## src/rtl/my_mod_ctrl_if.sv

```systemverilog
// Generator-side bundle for my_mod_ctrl: modulation config in, applied config and
// sample-window controls out. The slave modport is the controller, the master the driver.
interface my_mod_ctrl_if;
    logic               i_cfg_valid;
    logic        [31:0] i_freq_cnt_new;
    logic signed [31:0] i_amp_H_new;
    logic signed [31:0] i_amp_L_new;
    logic               i_run;
    logic        [15:0] i_settle_cnt;
    logic               i_stepTrig;
    logic               i_status;

    logic        [31:0] o_freq_cnt;
    logic signed [31:0] o_amp_H;
    logic signed [31:0] o_amp_L;
    logic               o_cfg_ack;
    logic               o_cfg_pending;
    logic               o_smp_en;
    logic               o_smp_sign;
    logic               o_settle_err;
    logic        [15:0] o_half_cnt;

    modport slave (
        input  i_cfg_valid, i_freq_cnt_new, i_amp_H_new, i_amp_L_new,
               i_run, i_settle_cnt, i_stepTrig, i_status,
        output o_freq_cnt, o_amp_H, o_amp_L, o_cfg_ack, o_cfg_pending,
               o_smp_en, o_smp_sign, o_settle_err, o_half_cnt
    );

    modport master (
        output i_cfg_valid, i_freq_cnt_new, i_amp_H_new, i_amp_L_new,
               i_run, i_settle_cnt, i_stepTrig, i_status,
        input  o_freq_cnt, o_amp_H, o_amp_L, o_cfg_ack, o_cfg_pending,
               o_smp_en, o_smp_sign, o_settle_err, o_half_cnt
    );
endinterface

```

## src/rtl/my_mod_ctrl.sv

```systemverilog
// Modulation controller: shadowed config applied at positive half-cycle steps, plus settle/sample window sequencer.
// Latency: config, ack, window and error outputs all update one clock after the triggering input edge.
// Backpressure: none; all inputs are strobes/levels and are consumed on the cycle they are presented.
module my_mod_ctrl #(
    parameter logic        [31:0] P_FREQ_RST  = 32'd100,
    parameter logic signed [31:0] P_AMP_H_RST = 32'sd8192,
    parameter logic signed [31:0] P_AMP_L_RST = -32'sd8192
) (
    input  logic         i_clk,
    input  logic         i_rst_n,
    my_mod_ctrl_if.slave bus
);
    typedef struct packed {
        logic [31:0] freq;
        logic [31:0] amp_h;
        logic [31:0] amp_l;
    } cfg_t;

    localparam cfg_t RST_CFG = '{freq: P_FREQ_RST, amp_h: P_AMP_H_RST, amp_l: P_AMP_L_RST};

    typedef enum logic [1:0] {S_IDLE, S_SETTLE, S_SAMPLE} state_e;

    cfg_t   shadow_q, shadow_d, applied_q, applied_d;
    logic   pend_q, pend_d, ack_q, ack_d;
    state_e state_q, state_d;
    logic [15:0] cnt_q, cnt_d, half_q, half_d;
    logic   sign_q, sign_d, err_q, err_d;
    logic   apply;

    // Apply reads the old shadow, so a same-cycle capture survives as the next pending config.
    assign apply = bus.i_stepTrig & bus.i_status & pend_q;

    always_comb begin
        shadow_d  = shadow_q;
        applied_d = applied_q;
        pend_d    = pend_q;
        ack_d     = 1'b0;
        if (apply) begin
            applied_d = shadow_q;
            ack_d     = 1'b1;
            pend_d    = 1'b0;
        end
        if (bus.i_cfg_valid) begin
            shadow_d = '{freq: bus.i_freq_cnt_new, amp_h: bus.i_amp_H_new, amp_l: bus.i_amp_L_new};
            pend_d   = 1'b1;
        end
    end

    always_comb begin
        state_d = state_q;
        cnt_d   = cnt_q;
        sign_d  = sign_q;
        err_d   = 1'b0;
        half_d  = half_q;
        if (!bus.i_run) begin
            state_d = S_IDLE;
            cnt_d   = '0;
        end else if (bus.i_stepTrig) begin
            half_d  = half_q + 16'd1;
            cnt_d   = bus.i_settle_cnt;
            sign_d  = bus.i_status;
            err_d   = (state_q == S_SETTLE);
            state_d = (bus.i_settle_cnt == 16'd0) ? S_SAMPLE : S_SETTLE;
        end else if (state_q == S_SETTLE) begin
            // Leaving on count 1 yields exactly i_settle_cnt blanked clocks.
            cnt_d = cnt_q - 16'd1;
            if (cnt_q == 16'd1) begin
                state_d = S_SAMPLE;
            end
        end
    end

    always_ff @(posedge i_clk or negedge i_rst_n) begin
        if (!i_rst_n) begin
            shadow_q  <= RST_CFG;
            applied_q <= RST_CFG;
            pend_q    <= 1'b0;
            ack_q     <= 1'b0;
            state_q   <= S_IDLE;
            cnt_q     <= '0;
            sign_q    <= 1'b0;
            err_q     <= 1'b0;
            half_q    <= '0;
        end else begin
            shadow_q  <= shadow_d;
            applied_q <= applied_d;
            pend_q    <= pend_d;
            ack_q     <= ack_d;
            state_q   <= state_d;
            cnt_q     <= cnt_d;
            sign_q    <= sign_d;
            err_q     <= err_d;
            half_q    <= half_d;
        end
    end

    assign bus.o_freq_cnt    = applied_q.freq;
    assign bus.o_amp_H       = $signed(applied_q.amp_h);
    assign bus.o_amp_L       = $signed(applied_q.amp_l);
    assign bus.o_cfg_ack     = ack_q;
    assign bus.o_cfg_pending = pend_q;
    assign bus.o_smp_en      = (state_q == S_SAMPLE);
    assign bus.o_smp_sign    = sign_q;
    assign bus.o_settle_err  = err_q;
    assign bus.o_half_cnt    = half_q;
endmodule

```

## src/flat_wrapper.sv

```systemverilog
// flat-port wrapper written by rule: the top's interface ports become plain ports
module my_mod_ctrl_flat 
#(
    parameter logic        [31:0] P_FREQ_RST  = 32'd100,
    parameter logic signed [31:0] P_AMP_H_RST = 32'sd8192,
    parameter logic signed [31:0] P_AMP_L_RST = -32'sd8192
)
  (i_clk, i_rst_n, bus_i_cfg_valid, bus_i_freq_cnt_new, bus_i_amp_H_new, bus_i_amp_L_new, bus_i_run, bus_i_settle_cnt, bus_i_stepTrig, bus_i_status, bus_o_freq_cnt, bus_o_amp_H, bus_o_amp_L, bus_o_cfg_ack, bus_o_cfg_pending, bus_o_smp_en, bus_o_smp_sign, bus_o_settle_err, bus_o_half_cnt);
  my_mod_ctrl_if bus_i ();
  input  logic i_clk;
  input  logic i_rst_n;
  input wire logic [$bits(bus_i.i_cfg_valid)-1:0] bus_i_cfg_valid;
  input wire logic [$bits(bus_i.i_freq_cnt_new)-1:0] bus_i_freq_cnt_new;
  input wire logic [$bits(bus_i.i_amp_H_new)-1:0] bus_i_amp_H_new;
  input wire logic [$bits(bus_i.i_amp_L_new)-1:0] bus_i_amp_L_new;
  input wire logic [$bits(bus_i.i_run)-1:0] bus_i_run;
  input wire logic [$bits(bus_i.i_settle_cnt)-1:0] bus_i_settle_cnt;
  input wire logic [$bits(bus_i.i_stepTrig)-1:0] bus_i_stepTrig;
  input wire logic [$bits(bus_i.i_status)-1:0] bus_i_status;
  output wire logic [$bits(bus_i.o_freq_cnt)-1:0] bus_o_freq_cnt;
  output wire logic [$bits(bus_i.o_amp_H)-1:0] bus_o_amp_H;
  output wire logic [$bits(bus_i.o_amp_L)-1:0] bus_o_amp_L;
  output wire logic [$bits(bus_i.o_cfg_ack)-1:0] bus_o_cfg_ack;
  output wire logic [$bits(bus_i.o_cfg_pending)-1:0] bus_o_cfg_pending;
  output wire logic [$bits(bus_i.o_smp_en)-1:0] bus_o_smp_en;
  output wire logic [$bits(bus_i.o_smp_sign)-1:0] bus_o_smp_sign;
  output wire logic [$bits(bus_i.o_settle_err)-1:0] bus_o_settle_err;
  output wire logic [$bits(bus_i.o_half_cnt)-1:0] bus_o_half_cnt;
  assign bus_i.i_cfg_valid = bus_i_cfg_valid;
  assign bus_i.i_freq_cnt_new = bus_i_freq_cnt_new;
  assign bus_i.i_amp_H_new = bus_i_amp_H_new;
  assign bus_i.i_amp_L_new = bus_i_amp_L_new;
  assign bus_i.i_run = bus_i_run;
  assign bus_i.i_settle_cnt = bus_i_settle_cnt;
  assign bus_i.i_stepTrig = bus_i_stepTrig;
  assign bus_i.i_status = bus_i_status;
  assign bus_o_freq_cnt = bus_i.o_freq_cnt;
  assign bus_o_amp_H = bus_i.o_amp_H;
  assign bus_o_amp_L = bus_i.o_amp_L;
  assign bus_o_cfg_ack = bus_i.o_cfg_ack;
  assign bus_o_cfg_pending = bus_i.o_cfg_pending;
  assign bus_o_smp_en = bus_i.o_smp_en;
  assign bus_o_smp_sign = bus_i.o_smp_sign;
  assign bus_o_settle_err = bus_i.o_settle_err;
  assign bus_o_half_cnt = bus_i.o_half_cnt;
  my_mod_ctrl #(.P_FREQ_RST(P_FREQ_RST), .P_AMP_H_RST(P_AMP_H_RST), .P_AMP_L_RST(P_AMP_L_RST)) u_core (.i_clk(i_clk), .i_rst_n(i_rst_n), .bus(bus_i));
endmodule
```

## config.mk

```make
export PLATFORM = sky130hd
export DESIGN_NAME = my_mod_ctrl_flat
export DESIGN_NICKNAME = d
export VERILOG_FILES = /design/src/rtl/my_mod_ctrl_if.sv /design/src/rtl/my_mod_ctrl.sv /design/src/flat_wrapper.sv
export SDC_FILE = /design/constraint.sdc
export NUM_CORES = 1
export LEC_CHECK = 0
export BUFFER_PORTS_ARGS = -buffer_cell sky130_fd_sc_hd__buf_4
export CAP_MARGIN = 30
export CORE_ASPECT_RATIO = 1.4
export CORE_MARGIN = 5
export CORE_UTILIZATION = 35
export CTS_CLUSTER_SIZE = 28
export DETAILED_ROUTE_END_ITERATION = 7
export HOLD_SLACK_MARGIN = 0.05
export PLACE_DENSITY_LB_ADDON = 0.05
export SETUP_SLACK_MARGIN = 0.02
export SLEW_MARGIN = 20
export SYNTH_ARGS = -nofsm -noshare
export SYNTH_HDL_FRONTEND = slang
export SYNTH_SLANG_ARGS = --single-unit
```

## constraint.sdc

```tcl
create_clock -name i_clk -period 2.25 [get_ports i_clk]
set_clock_uncertainty 0.2 [all_clocks]
set_input_delay 0 -clock i_clk [delete_from_list [all_inputs] [get_ports i_clk]]
set_output_delay 0 -clock i_clk [all_outputs]
set_load 0.05 [all_outputs]
```

==> results of run 1 <==
[metrics by stage]
stage                     instances   util  cell area [um^2]
after global routing           1386  0.543             14100
final                          1386  0.543             14100
after detailed placement       1141  0.436             11300
after CTS                      1386  0.543             14100
after floorplan                 600      -              9100
after global placement         1141  0.436             11300
[final timing paths]
kind / from / endpoint / cells after the start / slack [ps]
max reg2reg: u_core.state_q[0] / u_core.cnt_q[0] / 5 / 190
min reg2reg: u_core.bus.o_half_cnt[15] / u_core.bus.o_half_cnt[15] / 1 / 270
max: u_core.state_q[0] / u_core.cnt_q[0] / 5 / 190
min in group asynchronous: i_rst_n / u_core.cnt_q[13] / 3 / 370
min: bus_i_amp_L_new[17] / u_core.shadow_q[17] / 3 / 70
max in group asynchronous: i_rst_n / u_core.bus.o_amp_L[17] / 4 / 720
[cells in the mapped netlist]
| cell type | number | share of area |
|---|---|---|
| buf_2 | 15 | 0.0082 |
| inv_2 | 1 | 0.00041 |
| a21o_1 | 1 | 0.00082 |
| nand2_1 | 13 | 0.0054 |
| buf_4 | 8 | 0.0066 |
| nor2_2 | 1 | 0.00069 |
| dfrtp_1 | 184 | 0.51 |
| o211ai_1 | 2 | 0.0016 |
| nand3_1 | 9 | 0.0049 |
| or3_1 | 1 | 0.00069 |
| mux2i_1 | 1 | 0.0011 |
| and4bb_2 | 1 | 0.0014 |
| o21ai_0 | 16 | 0.0088 |
| ha_1 | 3 | 0.0041 |
| nor4_2 | 1 | 0.0014 |
| and3_1 | 2 | 0.0014 |
| nor3_1 | 3 | 0.0016 |
| a21boi_0 | 2 | 0.0016 |
| a31oi_1 | 2 | 0.0014 |
| nand3_2 | 2 | 0.0022 |
| nand4_1 | 12 | 0.0082 |
| mux2_2 | 194 | 0.24 |
| buf_1 | 1 | 0.00041 |
| o311a_1 | 1 | 0.0011 |
| xnor2_1 | 13 | 0.013 |
| dfstp_2 | 46 | 0.13 |
| nor2_1 | 8 | 0.0033 |
| a21oi_1 | 10 | 0.0055 |
| and4_1 | 5 | 0.0048 |
| xor2_1 | 13 | 0.013 |
| and2_1 | 2 | 0.0014 |
| nor3_2 | 1 | 0.0011 |
| a31o_2 | 1 | 0.00096 |
| clkbuf_1 | 5 | 0.0021 |
| nor3b_2 | 1 | 0.0014 |
| inv_1 | 5 | 0.0021 |
| nor2b_1 | 4 | 0.0027 |
| nor4_1 | 8 | 0.0055 |
| nand3b_1 | 2 | 0.0016 |
[worst max-delay path: stages, from the launching register on]
cell and delay (ps):
dfrtp_1 390, nor2b_1 400, xnor2_1 160, o21ai_0 80, and2_1 160, dlygate4sd3_1 550
[power by group through the flow]
stage	combinational [mW]	sequential, mW	clock, mW
floorplan	0.810	6.95	0
CTS	4.06	5.34	4.08
global placement	3.69	5.37	0
finish	4.01	5.33	3.90
detailed placement	3.74	5.40	0
global route	4.23	5.42	4.24
[per-layer routing]
metal / vias to the layer above / global-route usage / share of wire
met5: - / 0 / 0
met3: 45 / 0.0470 / 0.077
met1: 3337 / 0.179 / 0.37
met4: 0 / 0.0504 / 0.030
met2: 201 / 0.287 / 0.52
li1: 3027 / - / -
[sequential cells by signal, indices dropped and copies added (netlist names)]
| register | cells |
|---|---|
| u_core.shadow_q | 96 |
| u_core.bus.o_amp_H | 32 |
| u_core.bus.o_amp_L | 32 |
| u_core.bus.o_freq_cnt | 32 |
| u_core.bus.o_half_cnt | 16 |
| u_core.cnt_q | 16 |
| u_core.state_q | 2 |
| u_core.bus.o_cfg_ack | 1 |
| u_core.bus.o_cfg_pending | 1 |
| u_core.bus.o_settle_err | 1 |
| u_core.bus.o_smp_sign | 1 |
[cells by family after synthesis]
logic type               Yosys count
AO/OA/AOI/OAI                     35
XOR/XNOR                          26
adder cells (fa/ha/maj)            3
buffers and inverters             35
flip-flops                       230
multiplexers                     195
AND/OR/NAND/NOR                   76
[cell type report]
| cell class | count | area share |
|---|---|---|
| timing repair buffer | 445 | 0.279 |
| tap | 324 | 0.0288 |
| clock buffer | 44 | 0.0552 |
| clock inverter | 2 | 0.000977 |
| inverter | 6 | 0.00195 |
| sequential | 230 | 0.413 |
| multi-input combinational | 335 | 0.221 |
[what timing repair did]
item,in CTS,in global routing
resized for setup,0,1
endpoints found under the hold margin,398,0
setup endpoints to repair,0,1
hold buffers,199,0
==> results.md, run 1 <==
* Final min period at about 2100 ps
* Worst-Margin Slew at 566 ps
* Worst-Skew Late Latency at between 500 and 600 ps
* Peak VDD IR at a little over 600 uV
* Largest family of logic cells by synthesized area: multiplexers
* Commonest non-fill, non-tap cell in the layout: buf_4
* Setup slack after layout at 193 ps
* Mean post-synth cell area at between 15 and 20 um^2
* #FFs+latches synth at 230
* GP Congestion at 0.779
* Via count at about 6600
* Hold Crit Class: input port to flip-flop
* Crit share post-route at 0.914
* TritonRoute pass-1 iters at 4
* Endpoints failing setup at 0
* Sequential share of power at 0.402
* Wire per inst at 16.9 um
* Distinct cells, synth at 39
* Die Width at 146 um
* Net switching power figure at 4.45 mW
* Most frequent cells in the layout: 238 x buf_4, 199 x dlygate4sd3_1, 194 x mux2_2
* Sw frac at 0.336
* Routed WL at 23.5 mm
* TritonCTS Buffers at 25
* Post-CTS Setup Bufs at 0
* Vias/cell at between 4 and 5
* Buffers on Ports at 234
* Crit path max fanout at 5
* Num rows at 70
* Cell area after synthesis at just over 9000 um^2
* Max_cap viols at 0
* I/O pin count at roughly 240
* Synthesis-to-layout area growth at 54.7%
* Die ar. at between 20000 and 30000 um^2
* First-pass GRT wire length at 38.8 mm
* Die height at between 200 and 250 um
* Sequential share of the synthesized area at 0.638
* Synth Area in XOR/XNOR at 0.0250
* Power density cells at around 940 nW/um^2
* WS Path Type: flip-flop to flip-flop
* Design Power at 13.2 mW
* RSZ-0062 raised after global routing: no
* Compound-gate portion of the synthesized area at 0.0218
* Diodes inserted at 0
* Largest net degree at the start of global routing at 63
* Pins Over Slew Limit at 0
* Fill cells at around 2200
* Critical Path End Type: flip-flop
* Nets at between 1000 and 1500
* GRT Overall Usage at 0.159
* Area of the multi-input gates at just over 3000 um^2
* Simple-gate area share of the yosys netlist at 0.0497
* Syn_nets at 721
* GRT overflow at 0
* Worst-path clk slew at 60 ps
* Clock share of power at 0.295
* Final hold viol count at 0
* Share of cells above drive strength 1 at 0.500
* Max Clock Freq at between 0.4 and 0.5 GHz
* Status: complete, no violations
* Initial antenna violation count at 0
* Number of global-route vias before repair at about 7400
* Rel. slew slack at 0.622
* Register area at 5810 um^2
* DP HPWL at between 15 and 20 mm
* Initial Utilization at 0.351
* Power Internal at just under 9 mW
* Cells after Synth at 600
* Post-Synth Adder-Cell Area at 0.00412
* Worst EP required at around 2400 ps
* WP data arrival at between 2000 and 2500 ps
* Clock sink total at 230
* Post-Place Worst Slack at between 400 and 500 ps
* CTS tree: built
* WHS at between 60 and 70 ps
* DRC Markers at 0
* CORE AREA at about 26000 um^2
* Synth warn at 0
* Startpoint types: flip-flop
* Final ANT Viol Nets at 0
* Initial DRC Count at between 150 and 200
* Mux contribution to synthesized area at 0.241
* Part of the power in combinational logic at 0.303
* Max Root-Sink Buffers at 3
* H-tree level count at 1
* Setup TNS at 0 ps
* Leakage power at between 6 and 7 nW
* Root Buffer: clkbuf_16
(Power assumes the default switching activity.)
==> inputs of run 2 (changes only) <==
--- a/config.mk
+++ b/config.mk
@@ -6,16 +6,15 @@
 export NUM_CORES = 1
 export LEC_CHECK = 0
 export BUFFER_PORTS_ARGS = -buffer_cell sky130_fd_sc_hd__buf_4
-export CAP_MARGIN = 30
+export CAP_MARGIN = 5
 export CORE_ASPECT_RATIO = 1.4
 export CORE_MARGIN = 5
-export CORE_UTILIZATION = 35
+export CORE_UTILIZATION = 49
 export CTS_CLUSTER_SIZE = 28
 export DETAILED_ROUTE_END_ITERATION = 7
 export HOLD_SLACK_MARGIN = 0.05
 export PLACE_DENSITY_LB_ADDON = 0.05
 export SETUP_SLACK_MARGIN = 0.02
-export SLEW_MARGIN = 20
 export SYNTH_ARGS = -nofsm -noshare
 export SYNTH_HDL_FRONTEND = slang
 export SYNTH_SLANG_ARGS = --single-unit
==> run 2 against run 1 <==
Effect of this change: wire length shrank 3.5%; sequential share of layout area grew 1.3 points; power shrank 0.99%; core utilization grew 20 points.
==> results.md, run 2 (synthesis results as in run 1) <==
* Initial antenna violation count at 0
* I/O pin count at approximately 240
* Hold Path Depth at 3
* First-pass GRT wire length at 37.5 mm
* Critical Path End Type: flip-flop
* Met1 global-route usage at 0.253
* Clock sink total at between 200 and 250
* Largest net degree at the start of global routing at 90
* Final min period at around 2200 ps
* Hold Crit Class: input port to flip-flop
* DRC Markers at 0
* Synthesis-to-layout area growth at 50.0%
* Worst-path clk slew at roughly 60 ps
* Global-route track usage on met3 at 0.0534
* Commonest non-fill, non-tap cell in the layout: buf_4
* CTS tree: built
* Worst-Margin Slew at 728 ps
* Rel. slew slack at 0.515
* Die Width at around 130 um
* H-tree level count at 1
* Routed WL at 22.7 mm
* Wire per inst at between 15 and 20 um
* Root Buffer: clkbuf_16
* Setup TNS at 0 ps
* Max Root-Sink Buffers at 3
* Largest Register: u_core.shadow_q
* Number of global-route vias before repair at slightly above 7000
* Nets at ~1100
* Buffers on Ports at ~230
* Startpoint types: flip-flop
* Post-Place Worst Slack at around 410 ps
* Initial DRC Count at 342
* GP Congestion at between 0.8 and 0.9
* Power density cells at 961 nW/um^2
* Die ar. at about 21000 um^2
* Setup slack after layout at 75.4 ps
* GRT Overall Usage at 0.211
* Final hold viol count at 0
* Max_cap viols at 0
* WHS at around 80 ps
* Leakage power at ~6.1 nW
* Max Clock Freq at 0.460 GHz
* CORE AREA at around 18000 um^2
* Worst EP required at 2420 ps
* Final ANT Viol Nets at 0
* Worst-Skew Late Latency at approximately 490 ps
* Pins Over Slew Limit at 0
* Diodes inserted at 0
* Num rows at ~60
* Endpoints failing setup at 0
* R2R depth at 5
* Max reg flops at between 90 and 100
* Core Util, Final at 0.740
* Die height at ~170 um
* WP data arrival at ~2300 ps
* GR peak layer: met2
* Design area at 13700 um^2
* Vias/cell at around 5.1
* Status: complete, no violations
* Peak VDD IR at approximately 850 uV
* Area after DPL at around 11000 um^2
* DP HPWL at between 10 and 15 mm
* WS Path Type: flip-flop to flip-flop
* Fill cells at roughly 1300
* Crit path max fanout at 5
* Most frequent cells in the layout: 240 x buf_4, 194 x mux2_2, 183 x dfrtp_1
* RSZ-0062 raised after global routing: no
* GR Layer Usage met2 at 0.381
* Share of cells above drive strength 1 at 0.518
* Via count at between 6000 and 7000
* TritonCTS Buffers at 23
* Crit share post-route at 0.966
* TritonRoute pass-1 iters at 5
* GRT overflow at 0
* Initial Utilization at 0.493
-- run 2: layer usage --
metal  part of all wire  up-vias
met3              0.068       40
met1               0.38     3302
met4              0.025        0
met5                  0        -
met2               0.52      227
li1                   -     2953
-- run 2: worst paths after layout --
path / from / to / slack (ps)
worst max register to register: u_core.cnt_q[8] / u_core.cnt_q[15] / 80
worst min-delay path: bus_i_cfg_valid / u_core.shadow_q[77] / 80
max in group asynchronous: i_rst_n / u_core.bus.o_amp_L[31] / 610
worst min register to register: u_core.bus.o_half_cnt[15] / u_core.bus.o_half_cnt[15] / 280
worst max-delay path: u_core.cnt_q[8] / u_core.cnt_q[15] / 80
min in group asynchronous: i_rst_n / u_core.cnt_q[5] / 420
-- run 2: area by class of cell --
cell class / count / area (um^2) / share of cell area
tap: 244 / 305 / 0.0224
clock inverter: 8 / 88.8 / 0.00651
timing repair buffer: 416 / 3630 / 0.266
multi-input combinational: 335 / 3130 / 0.229
sequential: 230 / 5810 / 0.426
inverter: 6 / 23.8 / 0.00174
clock buffer: 33 / 663 / 0.0486
-- run 2: report_power, final --
group / internal [mW] / switching, mW
Clock: 2.27 / 1.52
Sequential: 4.90 / 0.435
Combinational: 1.55 / 2.44
Total: 8.72 / 4.40
-- run 2: what timing repair did --
action                                  in CTS  in global routing
endpoints found under the setup margin       0                  1
gates resized for setup                      0                  4
setup buffers                                0                  1
hold endpoints to repair                   337                  0
hold buffers                               169                  0
-- run 2: stage by stage --
stage,power [mW],std cells
global route,13.7,1272
global placement,9.01,1061
floorplan,7.76,600
detailed placement,9.12,1061
finish,13.1,1272
CTS,13.2,1271
-- run 2: worst max-delay path: stages, from the launching register on --
cell,delay [ps]
dfrtp_2,460
nor4_4,310
and4_4,270
a31o_2,150
a31oi_1,70
dlygate4sd3_1,590
